$ cat config.mk
export PLATFORM = sky130hd
export DESIGN_NAME = uart_receiver_flat
export DESIGN_NICKNAME = d
export VERILOG_FILES = /design/src/rtl/uart_pkg.sv /design/src/rtl/uart_receiver_if.sv /design/src/rtl/uart_sync2.sv /design/src/rtl/uart_receiver.sv /design/src/flat_wrapper.sv
export SDC_FILE = /design/constraint.sdc
export NUM_CORES = 1
export LEC_CHECK = 0
export ABC_AREA = 1
export CAP_MARGIN = 10
export CORE_ASPECT_RATIO = 1.4
export CORE_UTILIZATION = 45
export CTS_BUF_LIST = sky130_fd_sc_hd__clkbuf_8
export DETAILED_ROUTE_END_ITERATION = 16
export PLACE_DENSITY_LB_ADDON = 0.25
export SYNTH_ARGS = -nofsm -noshare
export SYNTH_HDL_FRONTEND = slang
export SYNTH_SLANG_ARGS = --single-unit
$ cat constraint.sdc
create_clock -name clk_50mhz -period 1.3 [get_ports clk_50mhz]
set_input_delay 0.13 -clock clk_50mhz [delete_from_list [all_inputs] [get_ports clk_50mhz]]
set_output_delay 0.13 -clock clk_50mhz [all_outputs]
set_load 0.02 [all_outputs]
$ cat src/rtl/uart_pkg.sv
// Shared UART definitions: receiver/transmitter state encodings and widths.
package uart_pkg;

  localparam int unsigned UART_DATA_W     = 8;
  localparam int unsigned UART_OVERSAMPLE = 16;

  typedef enum logic [2:0] {
    StIdle   = 3'd0,
    StStart  = 3'd1,
    StData   = 3'd2,
    StStop   = 3'd3,
    StParity = 3'd4
  } uart_state_e;

endpackage

$ cat src/rtl/uart_receiver_if.sv
// Host-side bus of the UART receiver: received byte, status flags and acknowledge.
// UART_RX_PARITY_EN adds the parity_err pulse.
interface uart_receiver_if;
  import uart_pkg::*;

  logic                   rdy_clr;
  logic [UART_DATA_W-1:0] data;
  logic                   rdy;
  logic                   frame_err;
  logic                   overrun;
  logic                   busy;
`ifdef UART_RX_PARITY_EN
  logic                   parity_err;

  modport master (input rdy_clr, output data, rdy, frame_err, overrun, busy, parity_err);
  modport slave  (output rdy_clr, input data, rdy, frame_err, overrun, busy, parity_err);
`else
  modport master (input rdy_clr, output data, rdy, frame_err, overrun, busy);
  modport slave  (output rdy_clr, input data, rdy, frame_err, overrun, busy);
`endif

endinterface

$ cat src/rtl/uart_sync2.sv
// Two-flop synchronizer with asynchronous active-low reset to ResetVal.
module uart_sync2 #(
  parameter logic ResetVal = 1'b1
) (
  input  logic clk_i,
  input  logic rst_ni,
  input  logic d_i,
  output logic q_o
);

  logic [1:0] sync_q, sync_d;

  // Shift the async input through the two stages.
  always_comb begin
    sync_d = {sync_q[0], d_i};
  end

  // Synchronizer flops.
  always_ff @(posedge clk_i or negedge rst_ni) begin
    if (!rst_ni) sync_q <= {2{ResetVal}};
    else         sync_q <= sync_d;
  end

  assign q_o = sync_q[1];

endmodule

$ cat src/rtl/uart_receiver.sv
// UART receiver: 16x-oversampled 8N1 recovery with sticky rdy/overrun and frame_err pulse.
// Defining UART_RX_PARITY_EN adds an even-parity bit between data and stop, and parity_err.
module uart_receiver
  import uart_pkg::*;
#(
  parameter int unsigned OVERSAMPLE = UART_OVERSAMPLE
) (
  input  logic            clk_50mhz,
  input  logic            rst_n,
  input  logic            rx,
  input  logic            clken,
  uart_receiver_if.master bus
);

  localparam int unsigned SampleW = $clog2(OVERSAMPLE);
  localparam logic [SampleW-1:0] SampleMid  = SampleW'(OVERSAMPLE / 2 - 1);
  localparam logic [SampleW-1:0] SampleLast = SampleW'(OVERSAMPLE - 1);

  logic                   rx_s;
  uart_state_e            state_q, state_d;
  logic [SampleW-1:0]     sample_q, sample_d;
  logic [2:0]             bit_q, bit_d;
  logic [UART_DATA_W-1:0] shift_q, shift_d;
  logic [UART_DATA_W-1:0] data_q, data_d;
  logic                   rdy_q, rdy_d;
  logic                   frame_err_q, frame_err_d;
  logic                   overrun_q, overrun_d;
`ifdef UART_RX_PARITY_EN
  logic                   parity_err_q, parity_err_d;
`endif

  uart_sync2 #(
    .ResetVal(1'b1)
  ) u_sync (
    .clk_i (clk_50mhz),
    .rst_ni(rst_n),
    .d_i   (rx),
    .q_o   (rx_s)
  );

  // Next-state: handshake every clock, frame FSM only on clken ticks.
  always_comb begin
    state_d     = state_q;
    sample_d    = sample_q;
    bit_d       = bit_q;
    shift_d     = shift_q;
    data_d      = data_q;
    rdy_d       = rdy_q;
    frame_err_d = 1'b0;
    overrun_d   = overrun_q;
`ifdef UART_RX_PARITY_EN
    parity_err_d = 1'b0;
`endif

    if (bus.rdy_clr) begin
      rdy_d     = 1'b0;
      overrun_d = 1'b0;
    end

    case (state_q)
      StIdle: begin
        if (clken && !rx_s) begin
          state_d  = StStart;
          sample_d = '0;
        end
      end
      StStart: begin
        if (clken) begin
          if (rx_s) begin
            state_d = StIdle;  // glitch, not a real start bit
          end else if (sample_q == SampleMid) begin
            state_d  = StData;
            sample_d = '0;
            bit_d    = 3'd0;
          end else begin
            sample_d = sample_q + SampleW'(1);
          end
        end
      end
      StData: begin
        if (clken) begin
          if (sample_q == SampleLast) begin
            shift_d[bit_q] = rx_s;
            sample_d       = '0;
            bit_d          = bit_q + 3'd1;
            if (bit_q == 3'd7) begin
`ifdef UART_RX_PARITY_EN
              state_d = StParity;
`else
              state_d = StStop;
`endif
            end
          end else begin
            sample_d = sample_q + SampleW'(1);
          end
        end
      end
`ifdef UART_RX_PARITY_EN
      StParity: begin
        if (clken) begin
          if (sample_q == SampleLast) begin
            parity_err_d = rx_s ^ (^shift_q);
            sample_d     = '0;
            state_d      = StStop;
          end else begin
            sample_d = sample_q + SampleW'(1);
          end
        end
      end
`endif
      StStop: begin
        if (clken) begin
          if (sample_q == SampleLast) begin
            if (rx_s) begin
              data_d = shift_q;
              rdy_d  = 1'b1;
              // A simultaneous acknowledge consumes the old byte, so no overrun.
              if (rdy_q && !bus.rdy_clr) overrun_d = 1'b1;
            end else begin
              frame_err_d = 1'b1;
            end
            state_d  = StIdle;
            sample_d = '0;
          end else begin
            sample_d = sample_q + SampleW'(1);
          end
        end
      end
      default: begin
        state_d  = StIdle;
        sample_d = '0;
        bit_d    = 3'd0;
      end
    endcase
  end

  // State and output registers.
  always_ff @(posedge clk_50mhz or negedge rst_n) begin
    if (!rst_n) begin
      state_q      <= StIdle;
      sample_q     <= '0;
      bit_q        <= 3'd0;
      shift_q      <= '0;
      data_q       <= '0;
      rdy_q        <= 1'b0;
      frame_err_q  <= 1'b0;
      overrun_q    <= 1'b0;
`ifdef UART_RX_PARITY_EN
      parity_err_q <= 1'b0;
`endif
    end else begin
      state_q      <= state_d;
      sample_q     <= sample_d;
      bit_q        <= bit_d;
      shift_q      <= shift_d;
      data_q       <= data_d;
      rdy_q        <= rdy_d;
      frame_err_q  <= frame_err_d;
      overrun_q    <= overrun_d;
`ifdef UART_RX_PARITY_EN
      parity_err_q <= parity_err_d;
`endif
    end
  end

  assign bus.data      = data_q;
  assign bus.rdy       = rdy_q;
  assign bus.frame_err = frame_err_q;
  assign bus.overrun   = overrun_q;
  assign bus.busy      = (state_q != StIdle);
`ifdef UART_RX_PARITY_EN
  assign bus.parity_err = parity_err_q;
`endif

endmodule

$ cat src/flat_wrapper.sv
// flat-port wrapper written by rule: the top's interface ports become plain ports
module uart_receiver_flat import uart_pkg::*;
#(
  parameter int unsigned OVERSAMPLE = UART_OVERSAMPLE
)
  (clk_50mhz, rst_n, rx, clken, bus_rdy_clr, bus_data, bus_rdy, bus_frame_err, bus_overrun, bus_busy);
  uart_receiver_if bus_i ();
  input  logic clk_50mhz;
  input  logic rst_n;
  input  logic rx;
  input  logic clken;
  input wire logic [$bits(bus_i.rdy_clr)-1:0] bus_rdy_clr;
  output wire logic [$bits(bus_i.data)-1:0] bus_data;
  output wire logic [$bits(bus_i.rdy)-1:0] bus_rdy;
  output wire logic [$bits(bus_i.frame_err)-1:0] bus_frame_err;
  output wire logic [$bits(bus_i.overrun)-1:0] bus_overrun;
  output wire logic [$bits(bus_i.busy)-1:0] bus_busy;
  assign bus_i.rdy_clr = bus_rdy_clr;
  assign bus_data = bus_i.data;
  assign bus_rdy = bus_i.rdy;
  assign bus_frame_err = bus_i.frame_err;
  assign bus_overrun = bus_i.overrun;
  assign bus_busy = bus_i.busy;
  uart_receiver #(.OVERSAMPLE(OVERSAMPLE)) u_core (.clk_50mhz(clk_50mhz), .rst_n(rst_n), .rx(rx), .clken(clken), .bus(bus_i));
endmodule
==> metrics.log <==
[metrics] die boundary width: 51.63 um
[metrics] instance count of the mapped netlist: 182
[metrics] Hold/Removal Path Class: in2async
[metrics] total gr overflow: 0
[metrics] depth of the most critical reg-to-reg path: 8
[metrics] fraction of layout cells with a size suffix above 1: 0.4125
[metrics] failing checks: negative setup slack
[metrics] kind of start point of the critical path: register
[metrics] DR DRC count: 0
[metrics] Total Power Consumption: between 3000 and 4000 uW
[metrics] global-route wire length before repair: 6361 um
[metrics] power density normalized to cell area: 1437 nW/um2
[metrics] number of placement rows: 24
[metrics] crit path time final: approximately 1.4 ns
[metrics] RSZ-0062 raised after global routing: true
[metrics] total non-filler cell area in the finished layout: about 2300 um2
[metrics] share of the clock period used by the worst path: 1.106
[metrics] number of buffers inserted by port buffering: 16
[metrics] per-cell routed wire length: 13.25 um
[metrics] number of warnings issued by yosys: 0
[metrics] antenna violations before repair: 0
[metrics] final clock skew: 0.004979 ns
[metrics] syn_area_per_cell: 8.525 um2
[metrics] diode count: 0
[metrics] vias in the first global route: 1,422
[metrics] Max Slew Vio Count: 0
[metrics] CTS Root Buffer Type: clkbuf_8
[metrics] placed standard-cell area: 1972 um2
[metrics] final setup slack of the worst path: -0.1373 ns
[metrics] Iter 0 DRT Violations: 21
[metrics] die height: 71.48 um
[metrics] status: finished with violations
[metrics] number of nets in the layout: 251
[metrics] tightest hold margin: 0.1858 ns
[metrics] ANT nets after route: 0
[metrics] pre-CTS WS: -0.1946 ns
[metrics] Mapped Nets: 194
[metrics] MaxCap Viol Count: 0
[metrics] area growth from synthesis to layout: 46.61%
[metrics] clock transition time at the flip-flop clock pins of the worst setup and hold paths: 0.06 ns
[metrics] CP Max Fanout: 8
[metrics] H-tree depth reported by CTS: 2
[metrics] number of unique standard cell types used by synthesis: 22
[metrics] routed vias/inst: 5.007
[metrics] number of sinks driven by the clock tree: 30
[metrics] met1 wire length: 1373 um
[metrics] number of top-level design ports: 17
[metrics] CP Data Required Time: about 1.5 ns
[metrics] sum of net half-perimeters after detailed placement: 2583 um
[metrics] leakage power total: 0.001098 uW
[metrics] initial cell density of the core: 0.4829
[metrics] share of the yosys chip area belonging to registers: 0.4855
[metrics] peak supply drop: ~1300 uV
[metrics] Max Clock Freq: 0.6957 GHz
[metrics] WL met3: 107 um
[metrics] headroom to the max-slew limit: 0.8265
[metrics] final WL: 3697 um
[metrics] data arrival at the endpoint of the critical path: about 1.7 ns
[metrics] hold violation count in the final report: 0
[metrics] hold-fix buffers at CTS: 0
[metrics] endpoint of the lowest-slack register-to-register path: u_core.bit_q[1]$_DFFE_PN0P_
[metrics] core region area: 3213 um2
[metrics] TritonCTS clock tree: done
[metrics] Overall Global Routing Usage: 0.2380
[metrics] deepest clock path buffer count: 2
[metrics] Mapped Area: 1551 um2
[metrics] total iterations of the first detailed-routing run: 4
[metrics] Worst Setup Path Type: reg2reg
[metrics] setup slack on the worst flop-to-flop path: -0.14 ns
[metrics] worst reg2reg startpoint: u_core.state_q[0]$_DFFE_PN0P_
[metrics] DIE AREA: 3690 um2
[metrics] maximum number of pins on one net before global-route repair: 20
[metrics] WL met2: 2081 um
[metrics] Top Layer Used: met4
[metrics] worst-skew pair later-pin latency: between 0.2 and 0.3 ns
[metrics] Vias: 1,397
[metrics] endpoint kind of the worst setup timing path: register
[metrics] transition time of the tightest slew-check pin: 0.2597 ns
[metrics] flip-flop and latch count after synthesis: 30
[metrics] Placer Congestion: between 0.8 and 0.9
[metrics] clock buffer count from CTS: 5
[metrics] # setup viols final: 27
[metrics] setup tns final: -2.310 ns
## worst max-delay path: stages, from the launching register on
cell and delay (ns):
dfrtp_1 0.41, inv_2 0.10, ha_4 0.17, nand2_2 0.06
nor2_4 0.20, buf_4 0.15, buf_6 0.09, nand4_1 0.10
nand2_1 0.08
## sequential cells by signal, summed over array words and instances, names as in the netlist
signal,cells
u_core.shift_q,8
u_core.bus.frame_err,1
u_core.u_sync.sync_q,2
u_core.bus.rdy,1
u_core.bus.overrun,1
u_core.sample_q,4
u_core.state_q,2
u_core.bit_q,3
u_core.bus.data,8
## what timing repair did
| item | 4_1_cts | 5_1_grt |
|---|---|---|
| gates cloned | 2 | 0 |
| setup endpoints to repair | 38 | 28 |
| pin swaps | 5 | 4 |
| setup buffers | 3 | 5 |
| endpoints found under the hold margin | 0 | 0 |
| gates resized for setup | 44 | 16 |
## cells in the mapped netlist (all sizes together)
cell | count | area share
nand2 | 55 | 0.14
dfrtp | 28 | 0.45
inv | 28 | 0.068
o21ai | 19 | 0.081
nand3 | 14 | 0.061
nor2 | 13 | 0.044
ha | 7 | 0.056
a21oi | 5 | 0.016
nand4 | 5 | 0.020
dfstp | 2 | 0.034
or2 | 2 | 0.0081
a21boi | 1 | 0.0073
buf | 1 | 0.0073
nor3 | 1 | 0.0032
xor2 | 1 | 0.0056
## power breakdown
part           switching (uW)  total, uW  internal [uW]  leakage, uW
Clock                     342        760            418    0.0000524
Combinational             758       1460            697     0.000654
Sequential               61.4       1050            993     0.000392
Total                    1160       3270           2110      0.00110
## metal layers
metal | track usage | up-vias
li1 | - | 698
met1 | 0.2531 | 658
met2 | 0.4228 | 28
met3 | 0.05520 | 13
met4 | 0.1261 | 0
met5 | 0 | -
## logic make-up after synthesis
| family | synth area share |
|---|---|
| DFF | 0.4855 |
| AOI/OAI and AO/OA | 0.1040 |
| buffers and inverters | 0.07500 |
| and+or+nand+nor | 0.2734 |
| xor gates and xnor gates | 0.005646 |
| adders and majority gates | 0.05645 |
## worst max path at each step
stage / start / end / slack, ns / cells after the start
after floorplan: u_core.state_q[0]$_DFFE_PN0P_ / u_core.state_q[0]$_DFFE_PN0P_ / -0.01 / 8
after global placement: clken / u_core.bus.data[3]$_DFFE_PN0P_ / -0.16 / 6
after detailed placement: clken / u_core.bus.data[2]$_DFFE_PN0P_ / -0.19 / 6
after CTS: u_core.state_q[1]$_DFFE_PN0P_ / u_core.state_q[0]$_DFFE_PN0P_ / -0.10 / 9
after global routing: u_core.state_q[0]$_DFFE_PN0P_ / u_core.state_q[0]$_DFFE_PN0P_ / -0.22 / 10
final: u_core.state_q[0]$_DFFE_PN0P_ / u_core.bit_q[1]$_DFFE_PN0P_ / -0.14 / 8
## layout make-up
type                       count  area (um2)
clock buffer                   6       82.58
clock inverter                 2       8.758
fill                         262       938.4
inverter                      28       105.1
multi-input combinational    125       878.3
sequential                    30       754.5
tap                           39       48.80
timing repair buffer          49       396.6
## metrics by stage
stage	instances	util
6_report	279	0.7079
5_1_grt	279	0.7079
4_1_cts	274	0.6807
3_5_place_dp	261	0.6137
3_3_place_gp	261	0.6137
2_1_floorplan	182	-
## layout by cell type (no fill, tap or decap), types with 6 or more instances in the layout
cell	netlist	layout
buf_4	0	31
clkbuf_8	0	6
o21ai_2	8	11
inv_1	27	24
nand2_1	53	43
dfrtp_1	28	27
dlygate4sd2_1	0	11
nand3_1	12	10
nor2_4	2	8
nand2_2	2	12
Note: power is estimated with default switching activity, not from simulation.
